## src/rtl/pattern_scorer_if.sv

```systemverilog
// Bus between the game front end and pattern_scorer: game stimulus in, score state out.
// Handshake: game_tick and write are single-cycle strobes sampled on the rising clock edge,
// pattern/user_input are qualified only by their strobe, and outputs are registered levels (hit is a 1-cycle pulse).
interface pattern_scorer_if #(
  parameter int PAT_W   = 8,
  parameter int SCORE_W = 11
);
  logic               game_tick;
  logic [PAT_W-1:0]   pattern;
  logic               write;
  logic [PAT_W-1:0]   user_input;
  logic [SCORE_W-1:0] score_out;
  logic [PAT_W-1:0]   pattern_out;
  logic [3:0]         points_out;
  logic [2:0]         combo_out;
  logic [3:0]         miss_count;
  logic               game_over;
  logic               hit;
  logic [1:0]         state_dbg;

  modport master (
    output game_tick, pattern, write, user_input,
    input  score_out, pattern_out, points_out, combo_out, miss_count, game_over, hit, state_dbg
  );

  modport slave (
    input  game_tick, pattern, write, user_input,
    output score_out, pattern_out, points_out, combo_out, miss_count, game_over, hit, state_dbg
  );
endinterface

```

## src/rtl/pattern_scorer.sv

```systemverilog
// Reaction-game scorer: a live pattern decays one point per tick; a matching write scores
// points*combo, mismatches and expiries count as misses until the game is over.
module pattern_scorer #(
  parameter int PAT_W      = 8,
  parameter int SCORE_W    = 11,
  parameter int MAX_PTS    = 10,
  parameter int COMBO_MAX  = 4,
  parameter int MISS_LIMIT = 3
) (
  input  logic          CLOCK50M,
  input  logic          reset,
  pattern_scorer_if.slave bus
);

  typedef enum logic [1:0] {
    IDLE   = 2'd0,
    ACTIVE = 2'd1,
    OVER   = 2'd2
  } state_t;

  localparam int              SUM_W     = ((SCORE_W > 7) ? SCORE_W : 7) + 1;
  localparam logic [3:0]      PTS_LOAD  = 4'(MAX_PTS);
  localparam logic [2:0]      COMBO_TOP = 3'(COMBO_MAX);
  localparam logic [4:0]      MISS_TOP  = 5'(MISS_LIMIT);
  localparam logic [SUM_W-1:0] SCORE_TOP = {{(SUM_W-SCORE_W){1'b0}}, {SCORE_W{1'b1}}};

  state_t             state_q, state_d;
  logic [SCORE_W-1:0] score_q, score_d;
  logic [PAT_W-1:0]   pat_q, pat_d;
  logic [3:0]         pts_q, pts_d;
  logic [2:0]         combo_q, combo_d;
  logic [3:0]         miss_q, miss_d;
  logic               hit_q, hit_d;

  logic               match;
  logic               tick_new;
  logic [6:0]         product;
  logic [SUM_W-1:0]   sum;
  logic [1:0]         miss_inc;
  logic [4:0]         miss_sum;

  // Product is 7 bits wide so 15*7 never truncates, regardless of SCORE_W.
  assign match    = bus.write && (bus.user_input == pat_q);
  assign tick_new = bus.game_tick && (bus.pattern != '0);
  assign product  = {3'b000, pts_q} * {4'b0000, combo_q};
  assign sum      = SUM_W'(score_q) + SUM_W'(product);

  always_comb begin
    state_d  = state_q;
    score_d  = score_q;
    pat_d    = pat_q;
    pts_d    = pts_q;
    combo_d  = combo_q;
    miss_d   = miss_q;
    hit_d    = 1'b0;
    miss_inc = 2'd0;
    miss_sum = {1'b0, miss_q};
    case (state_q)
      IDLE: begin
        if (tick_new) begin
          pat_d   = bus.pattern;
          pts_d   = PTS_LOAD;
          state_d = ACTIVE;
        end
      end
      ACTIVE: begin
        if (match) begin
          // The hit uses pre-tick points; a same-cycle tick then acts as if from IDLE.
          score_d = (sum > SCORE_TOP) ? SCORE_TOP[SCORE_W-1:0] : sum[SCORE_W-1:0];
          combo_d = (combo_q >= COMBO_TOP) ? COMBO_TOP : combo_q + 3'd1;
          hit_d   = 1'b1;
          if (tick_new) begin
            pat_d = bus.pattern;
            pts_d = PTS_LOAD;
          end else begin
            pat_d   = '0;
            pts_d   = 4'd0;
            state_d = IDLE;
          end
        end else begin
          if (bus.write) begin
            miss_inc = miss_inc + 2'd1;
            combo_d  = 3'd1;
          end
          if (bus.game_tick) begin
            if (tick_new) begin
              miss_inc = miss_inc + 2'd1;
              combo_d  = 3'd1;
              pat_d    = bus.pattern;
              pts_d    = PTS_LOAD;
            end else if (pts_q != 4'd0) begin
              pts_d = pts_q - 4'd1;
            end else begin
              miss_inc = miss_inc + 2'd1;
              combo_d  = 3'd1;
              pat_d    = '0;
              state_d  = IDLE;
            end
          end
          miss_sum = {1'b0, miss_q} + {3'b000, miss_inc};
          if (miss_sum >= MISS_TOP) begin
            miss_d  = MISS_TOP[3:0];
            pat_d   = '0;
            pts_d   = 4'd0;
            state_d = OVER;
          end else begin
            miss_d = miss_sum[3:0];
          end
        end
      end
      OVER: begin
      end
      default: state_d = IDLE;
    endcase
  end

  always_ff @(posedge CLOCK50M) begin
    if (reset) begin
      state_q <= IDLE;
      score_q <= '0;
      pat_q   <= '0;
      pts_q   <= 4'd0;
      combo_q <= 3'd1;
      miss_q  <= 4'd0;
      hit_q   <= 1'b0;
    end else begin
      state_q <= state_d;
      score_q <= score_d;
      pat_q   <= pat_d;
      pts_q   <= pts_d;
      combo_q <= combo_d;
      miss_q  <= miss_d;
      hit_q   <= hit_d;
    end
  end

  assign bus.score_out   = score_q;
  assign bus.pattern_out = pat_q;
  assign bus.points_out  = pts_q;
  assign bus.combo_out   = combo_q;
  assign bus.miss_count  = miss_q;
  assign bus.game_over   = (state_q == OVER);
  assign bus.hit         = hit_q;
  assign bus.state_dbg   = state_q;

endmodule

```

## src/flat_wrapper.sv

```systemverilog
// flat-port wrapper written by rule: the top's interface ports become plain ports
module pattern_scorer_flat 
#(
  parameter int PAT_W      = 8,
  parameter int SCORE_W    = 11,
  parameter int MAX_PTS    = 10,
  parameter int COMBO_MAX  = 4,
  parameter int MISS_LIMIT = 3
)
  (CLOCK50M, reset, bus_game_tick, bus_pattern, bus_write, bus_user_input, bus_score_out, bus_pattern_out, bus_points_out, bus_combo_out, bus_miss_count, bus_game_over, bus_hit, bus_state_dbg);
  pattern_scorer_if #(.PAT_W(PAT_W), .SCORE_W(SCORE_W)) bus_i ();
  input  logic CLOCK50M;
  input  logic reset;
  input wire logic [$bits(bus_i.game_tick)-1:0] bus_game_tick;
  input wire logic [$bits(bus_i.pattern)-1:0] bus_pattern;
  input wire logic [$bits(bus_i.write)-1:0] bus_write;
  input wire logic [$bits(bus_i.user_input)-1:0] bus_user_input;
  output wire logic [$bits(bus_i.score_out)-1:0] bus_score_out;
  output wire logic [$bits(bus_i.pattern_out)-1:0] bus_pattern_out;
  output wire logic [$bits(bus_i.points_out)-1:0] bus_points_out;
  output wire logic [$bits(bus_i.combo_out)-1:0] bus_combo_out;
  output wire logic [$bits(bus_i.miss_count)-1:0] bus_miss_count;
  output wire logic [$bits(bus_i.game_over)-1:0] bus_game_over;
  output wire logic [$bits(bus_i.hit)-1:0] bus_hit;
  output wire logic [$bits(bus_i.state_dbg)-1:0] bus_state_dbg;
  assign bus_i.game_tick = bus_game_tick;
  assign bus_i.pattern = bus_pattern;
  assign bus_i.write = bus_write;
  assign bus_i.user_input = bus_user_input;
  assign bus_score_out = bus_i.score_out;
  assign bus_pattern_out = bus_i.pattern_out;
  assign bus_points_out = bus_i.points_out;
  assign bus_combo_out = bus_i.combo_out;
  assign bus_miss_count = bus_i.miss_count;
  assign bus_game_over = bus_i.game_over;
  assign bus_hit = bus_i.hit;
  assign bus_state_dbg = bus_i.state_dbg;
  pattern_scorer #(.PAT_W(PAT_W), .SCORE_W(SCORE_W), .MAX_PTS(MAX_PTS), .COMBO_MAX(COMBO_MAX), .MISS_LIMIT(MISS_LIMIT)) u_core (.CLOCK50M(CLOCK50M), .reset(reset), .bus(bus_i));
endmodule
```

## config.mk

```make
export PLATFORM = sky130hd
export DESIGN_NAME = pattern_scorer_flat
export DESIGN_NICKNAME = d
export VERILOG_FILES = /design/src/rtl/pattern_scorer_if.sv /design/src/rtl/pattern_scorer.sv /design/src/flat_wrapper.sv
export SDC_FILE = /design/constraint.sdc
export NUM_CORES = 1
export LEC_CHECK = 0
export BUFFER_PORTS_ARGS = -buffer_cell sky130_fd_sc_hd__buf_2
export CELL_PAD_IN_SITES_DETAIL_PLACEMENT = 0
export CELL_PAD_IN_SITES_GLOBAL_PLACEMENT = 2
export CORE_UTILIZATION = 32
export DETAILED_ROUTE_END_ITERATION = 10
export PLACE_DENSITY = 0.85
export SYNTH_ARGS = -nofsm -noshare
export SYNTH_HDL_FRONTEND = slang
export SYNTH_SLANG_ARGS = --single-unit
```

## constraint.sdc

```tcl
create_clock -name CLOCK50M -period 3.95 [get_ports CLOCK50M]
set_input_delay 0.1975 -clock CLOCK50M [delete_from_list [all_inputs] [get_ports CLOCK50M]]
set_output_delay 0.1975 -clock CLOCK50M [all_outputs]
set_load 0.005 [all_outputs]
```

* Word-level counts from Yosys, hierarchy flattened *
Index checks and enable logic that the tools add are counted.

word-level totals
  bits in registers = 33
  bits of input ports = 20
  output and inout bits = 34
  word-level logic and storage cells = 82

operators by class
  $add $sub $neg = 5
  multiply operators = 1
  order comparisons = 3
  equal/unequal tests = 10
  mux-type cells = 41
  bitwise logic cells = 3
  reduce and logical (&&, ||, !) cells = 12

operators with widths
  operator                                               number
  two-way mux 8 bit                                      7
  two-way mux 4 bit                                      8
  two-way mux 2 bit                                      14
  two-way mux 3 bit                                      6
  case mux 8 bit (2 select lines)                        1
  adder 11 x 7 -> 12 bit                                 1
  > comparator 12 x 11 -> 1 bit (second input constant)  1
  two-way mux 11 bit                                     1
  equality test 8 bit                                    1
  case mux 4 bit (2 select lines)                        1
  AND reduction 4 bit                                    2
  nonzero test 8 bit                                     1
  multiplier 4 x 3 -> 7 bit                              1
  != test 3 bit (second input constant)                  2
  case mux 2 bit (3 select lines)                        1
  AND reduction 6 bit                                    1
  adder 4 x 2 -> 5 bit                                   1
  >= comparator 5 x 2 -> 1 bit (second input constant)   1
  != test 5 x 1 -> 1 bit (second input constant)         1
  != test 5 x 3 -> 1 bit (second input constant)         1
  != test 4 x 2 -> 1 bit (second input constant)         1
  != test 4 x 3 -> 1 bit (second input constant)         1
  AND reduction 2 bit                                    2
  nonzero test 4 bit                                     1
  13 further kinds                                       17

* Longest topological paths before layout *
Gate-level depths: netlist (run 1).

  word-level depth = 15
  mapped depth = 17
  mapped depth without buffers = 16

* Worst setup path after synthesis (run 1) *
No wires, ideal clock.

  path kind = flip-flop to flip-flop
  start point = reg u_core.pts_q[0] (netlist: u_core.bus.points_out[0])
  end point = reg u_core.pat_q[6] (netlist: u_core.bus.pattern_out[6])
  library setup time = 0.116 ns
  arrival time = 3.256 ns
  required time = 3.834 ns
  slack = 0.578 ns
  stages on the path, launching flop included = 18
  buffers on the path = 1
  clock period less this slack = 3.372 ns
  path through = dfxtp_1 > inv_1 > ha_1 > or3b_1 > inv_1 > ha_1 > nand2_1 > nor2_1 > a31oi_1 > o21ai_0 > ha_1 > fa_1 > and3_1 > o21a_1 > a31oi_4 > buf_6 > nor3b_1 > a31o_1

on the way
  cells in the longest elaborated chain, start to end = 11
  elaborated cells on any way between the ends = 14
  those cells by class = add/sub (1); order compare (1); eq/ne (2); mux (8); reduce/logical (2)

RTL lines
  item                             line                   source
  start, declared                  pattern_scorer.sv:30   logic [3:0] pts_q, pts_d;
  start signal, assigned           pattern_scorer.sv:130  pts_q <= pts_d;
  nonzero test 4 bit (*)           pattern_scorer.sv:91   end else if (pts_q != 4'd0) begin
  two-way mux 2 bit                pattern_scorer.sv:91
  two-way mux 2 bit                pattern_scorer.sv:86   if (tick_new) begin
  two-way mux 2 bit                pattern_scorer.sv:85   if (bus.game_tick) begin
  two-way mux 2 bit                pattern_scorer.sv:67   if (match) begin
  two-way mux 2 bit                pattern_scorer.sv:58   case (state_q)
  adder 4 x 2 -> 5 bit             pattern_scorer.sv:100  miss_sum = {1'b0, miss_q} + {3'b000, miss_inc};
  >= comparator 5 x 2 -> 1 bit     pattern_scorer.sv:101  if (miss_sum >= MISS_TOP) begin
  two-way mux 8 bit                pattern_scorer.sv:101
  two-way mux 8 bit                pattern_scorer.sv:67
  case mux 8 bit (2 select lines)  pattern_scorer.sv:58
  end signal, assigned             pattern_scorer.sv:129  pat_q <= pat_d;
  end, declared                    pattern_scorer.sv:29   logic [PAT_W-1:0] pat_q, pat_d;

Mark *: on every way between the ends. The rest lies on a longest branch, timed or not. The select of a mux whose other input is x is not followed.
A chain may end at the register's enable or synchronous reset.

* Worst setup path after layout (run 1) *
  start point = reg u_core.pts_q[0] (netlist: u_core.bus.points_out[0])
  end point = reg u_core.pat_q[3] (netlist: u_core.bus.pattern_out[3])

Same word-level chain as after synthesis.

==> results of run 1 <==
==> registers in the layout, summed over array words and instances, names as in the netlist <==
name / count
u_core.bus.score_out: 11
u_core.bus.state_dbg: 2
u_core.bus.hit: 1
u_core.bus.miss_count: 4
u_core.bus.pattern_out: 8
u_core.bus.points_out: 4
u_core.bus.combo_out: 3
==> logic make-up after synthesis <==
logic type | synth area share
buffers and inverters | 0.0643
DFF | 0.283
and+or+nand+nor | 0.220
adders and majority gates | 0.160
xor gates and xnor gates | 0.0487
AOI/OAI and AO/OA | 0.225
==> critical path: stages (launching register included) <==
cell and delay [ns]:
dfxtp_1 0.36, inv_1 0.14, ha_1 0.15, or3b_1 0.43, inv_1 0.14, ha_1 0.24, nand2_1 0.06, nor2_1 0.04
a31oi_1 0.12, o21ai_0 0.12, ha_1 0.23, fa_1 0.45, a21oi_1 0.19, o21a_2 0.28, nor2_2 0.10, nor3_4 0.36
a31o_1 0.19
==> worst paths after layout <==
kind                                     to  cells after the start  slack (ns)
setup reg to reg  u_core.bus.pattern_out[3]                     16        0.29
setup / recovery  u_core.bus.pattern_out[3]                     16        0.29
hold reg to reg    u_core.bus.miss_count[2]                      1        0.51
hold / removal    u_core.bus.pattern_out[1]                      2        0.14
==> cell usage after synthesis, types with 2 or more instances <==
cell,n
xor2_1,3
xnor2_1,10
and4b_1,2
o21bai_1,7
a31o_1,7
fa_1,8
and2_1,5
nand3_1,3
nor4_2,3
nor3_1,10
nor2b_1,3
clkbuf_1,2
a21oi_1,20
o21a_1,3
o21ai_0,14
nor3b_1,9
a31oi_2,2
inv_1,28
buf_6,2
buf_2,3
a311oi_1,3
dfxtp_1,33
nand2_1,17
a31oi_1,3
ha_1,17
a21o_1,2
nor2_1,22
and3_1,3
==> where the power goes <==
part           leakage [nW]  switching (mW)  internal (mW)
registers             0.269          0.0216          0.354
logic                 0.945           0.144          0.104
clock network        0.0574           0.146          0.205
==> per-layer routing <==
| layer | GRT usage | share of wire |
|---|---|---|
| met4 | 0.0447 | 0.0090 |
| met2 | 0.242 | 0.43 |
| met5 | 0 | 0 |
| met1 | 0.217 | 0.51 |
| met3 | 0.0408 | 0.057 |
==> area by class of cell <==
type	instances	area, um^2
inverters	28	105
clock buffers	6	82.6
multi-input cells	199	1540
flip-flops and latches	33	661
well taps	96	120
repair buffers	56	288
clock inverters	2	37.5
fillers	736	4070
==> stage by stage <==
stage / hold WS (ns) / setup slack [ns]
floorplan: 0.332 / 0.578
global placement: 0.447 / 0.273
detailed placement: 0.447 / 0.228
CTS: 0.130 / 0.200
global route: 0.141 / 0.0207
finish: 0.138 / 0.287
==> results.toml, run 1 <==
[synth]
synth_seq_cells = 33
synthArstFlopShare = 0
synth_warnings = 0
syn_area_um2 = 2340
syn_avg_cell_area_um2 = 8.78
yosysSeqAreaShare = 0.283
synth_top_area_share = 0.283
synth.largest_area_cell = "dfxtp_1"
synth.area.top_cells = "dfxtp_1, ha_1, fa_1, inv_1, a21oi_1"
ys.flop_type = "dfxtp_1"
synth_cell_types = 50
synthesis.nets = 311
syn_inst = 266
synth_edf_count = 0

[route]
drc = 0
drt_iter0_drc = 71
dr.pass1.iters = 4
wire_per_inst_um = 13.5
num_vias = 2061
vias_per_cell = 4.91
drt_wl_total_mm = 5.67
postRouteAntennaNets = 0

[critical_path]
arrival_ns = 3.90
critical_path_required_ns = 4.19
worstReg2RegStart = "u_core.bus.points_out[0]"
end_kind = "register"
crit_type = "reg2reg"
critPathMaxFanout = 8
crit_start = "u_core.bus.points_out[0]"
cp-start-kind = "register"

[clock_tree]
cts_tree = "yes"
cts_setup_buffers = 0
holdBufCountCts = 0
htree_num_levels = 2
cts.sinks = 33
cts_buffers = 5
clockRootBuffer = "clkbuf_8"
cts_resized = 0
insertion_delay_ns = 0.30
cts_max_path_buffers = 2
clk_pin_slew_worst_paths_ns = 0.08

[sta]
finalSetupTns_ns = 0
slew-limit-headroom = 0.411
drv_slew = 0
hold_viol = 0
rsz0062_at_grt = "no"
tightestPinTransition_ns = 0.877
fin_crit_sh = 0.927
period_needed_ns = 3.66
setup_violations = 0
clock_skew_ns = 0.00939
fmax_mhz = 273

[global_route]
grt_pass1_vias = 1924
overflow = 0
grt_usage = 0.158
grt_pass1_wl_mm = 9.34
antenna_found_initial = 0
grt_max_degree = 35

[final_layout]
final_cell_mix = "buf_2, dfxtp_1, inv_1"
drive_gt1_frac = 0.259
final_cells = 420
final_common_cell = "buf_2"
final_area_um2 = 2830
syn2layout_area_growth_pct = 21.3
diodes = 0
final_nets = 368
post-route-util = 0.410

[place]
gp_congestion = 0.833
io_buffers = 53
placed_area_um2 = 2700
place_inst = 411
hpwlAfterDp_mm = 4.20

[run_status]
status = "completed"

[run]
maxCapViolations = 0

[floorplan]
die_y_um = 87.4
io_pins = 54
die_w_um = 87.4
fp-row-count = 30
design.die.area_um2 = 7650
design.core.area_um2 = 6910
initial_core_util = 0.338

[power]
p_leak_nw = 1.27
p_total_uw = 974
power_density_nw_per_um2 = 344
peakVddDrop_v = 0.000159

[worst_hold_path]
holdCritStartpoint = "bus_pattern[1]"
hold_class = "in2reg"
No activity file was read; power rests on OpenSTA's default activity.
==> inputs of run 2 (changes only) <==
--- a/config.mk
+++ b/config.mk
@@ -5,7 +5,7 @@
 export SDC_FILE = /design/constraint.sdc
 export NUM_CORES = 1
 export LEC_CHECK = 0
-export BUFFER_PORTS_ARGS = -buffer_cell sky130_fd_sc_hd__buf_2
+export BUFFER_PORTS_ARGS = -buffer_cell sky130_fd_sc_hd__clkbuf_2
 export CELL_PAD_IN_SITES_DETAIL_PLACEMENT = 0
 export CELL_PAD_IN_SITES_GLOBAL_PLACEMENT = 2
 export CORE_UTILIZATION = 32
==> results.toml, run 2 (same netlist as run 1, synthesis figures left out) <==
[global_route]
overflow = 0
grt_max_degree = 35
grt_pass1_vias = 1924
grt_usage = 0.155
grt_pass1_wl_mm = 9.19
antenna_found_initial = 0

[critical_path]
end_kind = "register"
arrival_ns = 3.89
cpMaxStageDelayCell = "fa_1"
critical_path_required_ns = 4.19
crit_family = "adder cells"
critPathMaxFanout = 8
path_buf_inv = 2
max_stage_delay_ns = 0.46
cp-start-kind = "register"
crit_type = "reg2reg"
cpMostUsedCell = "ha_1"
crit_path_cell_trace = "inv_1 -> ha_1 -> or3b_1 -> inv_1 -> ha_1 -> nand2_1 -> nor2_1 -> a31oi_1 -> o21ai_0 -> ha_1 -> fa_1 -> a21oi_1 -> o21a_2 -> nor2_2 -> nor3_4 -> a31o_2"

[final_layout]
final_common_cell = "clkbuf_2"
diodes = 0
final_cells = 422
final_nets = 370
final-seq-area_um2 = 661
syn2layout_area_growth_pct = 21.7
multiInputGateArea_um2 = 1540
num-fill-cells = 746
largest_reg_flops = 11
final_cell_mix = "clkbuf_2, dfxtp_1, inv_1"
drive_gt1_frac = 0.261

[power]
power_density_nw_per_um2 = 341
p_leak_nw = 1.26
peakVddDrop_v = 0.000159
p_total_uw = 971

[place]
io_buffers = 53
place_inst = 412
gp_congestion = 0.836
dp_slack_ns = 0.231
hpwlAfterDp_mm = 4.18

[run]
maxCapViolations = 0

[clock_tree]
cts_buffers = 5
htree_num_levels = 2
insertion_delay_ns = 0.29
clockRootBuffer = "clkbuf_8"
cts_max_path_buffers = 2
clk_pin_slew_worst_paths_ns = 0.07
cts_tree = "yes"
cts.sinks = 33
holdBufCountCts = 0

[sta]
setup_violations = 0
fmax_mhz = 274
finalSetupTns_ns = 0
slew-limit-headroom = 0.412
setup_ws_ns = 0.299
hold_viol = 0
clock_skew_ns = 0.00804
fin_crit_sh = 0.924
tightestPinTransition_ns = 0.876
period_needed_ns = 3.65
drv_slew = 0
rsz0062_at_grt = "no"

[route]
dr.pass1.iters = 4
postRouteAntennaNets = 0
drc = 0
drt_iter0_drc = 57
num_vias = 2080
vias_per_cell = 4.93
wire_per_inst_um = 13.3
drt_wl_total_mm = 5.61

[floorplan]
io_pins = 54
initial_core_util = 0.338
die_w_um = 87.4
die_y_um = 87.4
fp-row-count = 30
design.core.area_um2 = 6910
design.die.area_um2 = 7650

[run_status]
status = "completed"

[worst_hold_path]
hold_class = "in2reg"
-- run 2: cell types whose count changed in the layout (fill, tap and decap cells not counted) --
cell        previous run  this run
clkinvlp_4             1         0
buf_4                  3         5
buf_2                 53         0
clkbuf_2               0        53
clkbuf_1               0         1
-- run 2: per-stage QoR --
step                cell area [um^2]   util  hold slack (ns)
finish                          2840  0.412            0.149
floorplan                       2340      -            0.332
CTS                             2820  0.409            0.143
global placement                2710  0.392            0.450
detailed placement              2710  0.392            0.448
global route                    2840  0.412            0.153
-- run 2: path summary, 6_finish.rpt --
kind	startpoint	endpoint	slack, ns	cells past startpoint
hold reg to reg	u_core.bus.miss_count[2]	u_core.bus.miss_count[2]	0.51	1
setup / recovery	u_core.bus.points_out[0]	u_core.bus.pattern_out[4]	0.30	16
setup reg to reg	u_core.bus.points_out[0]	u_core.bus.pattern_out[4]	0.30	16
hold / removal	bus_pattern[5]	u_core.bus.pattern_out[5]	0.15	2
-- run 2: routing by layer --
metal | track usage | wire length (um) | vias to the layer above
met4 | 0.0462 | 45 | 0
li1 | - | - | 1057
met1 | 0.224 | 2900 | 959
met3 | 0.0370 | 306 | 5
met5 | 0 | 0 | -
met2 | 0.226 | 2350 | 59
-- run 2: final cells by class --
type | count | area share
Clock buffer | 7 | 0.0304
Timing Repair Buffer | 58 | 0.106
Clock inverter | 1 | 0.0106
Multi-Input combinational cell | 199 | 0.541
Tap cell | 96 | 0.0422
Sequential cell | 33 | 0.232
Inverter | 28 | 0.0370
-- run 2: where the power goes --
group | internal (mW) | leakage (nW) | switching (mW)
Clock | 0.206 | 0.0585 | 0.139
Combinational | 0.106 | 0.936 | 0.145
Sequential | 0.354 | 0.269 | 0.0201
-- run 2: what timing repair did --
| action | in CTS | in global routing |
|---|---|---|
| setup buffers | 0 | 1 |
| setup endpoints to repair | 0 | 10 |
| resized for setup | 0 | 2 |
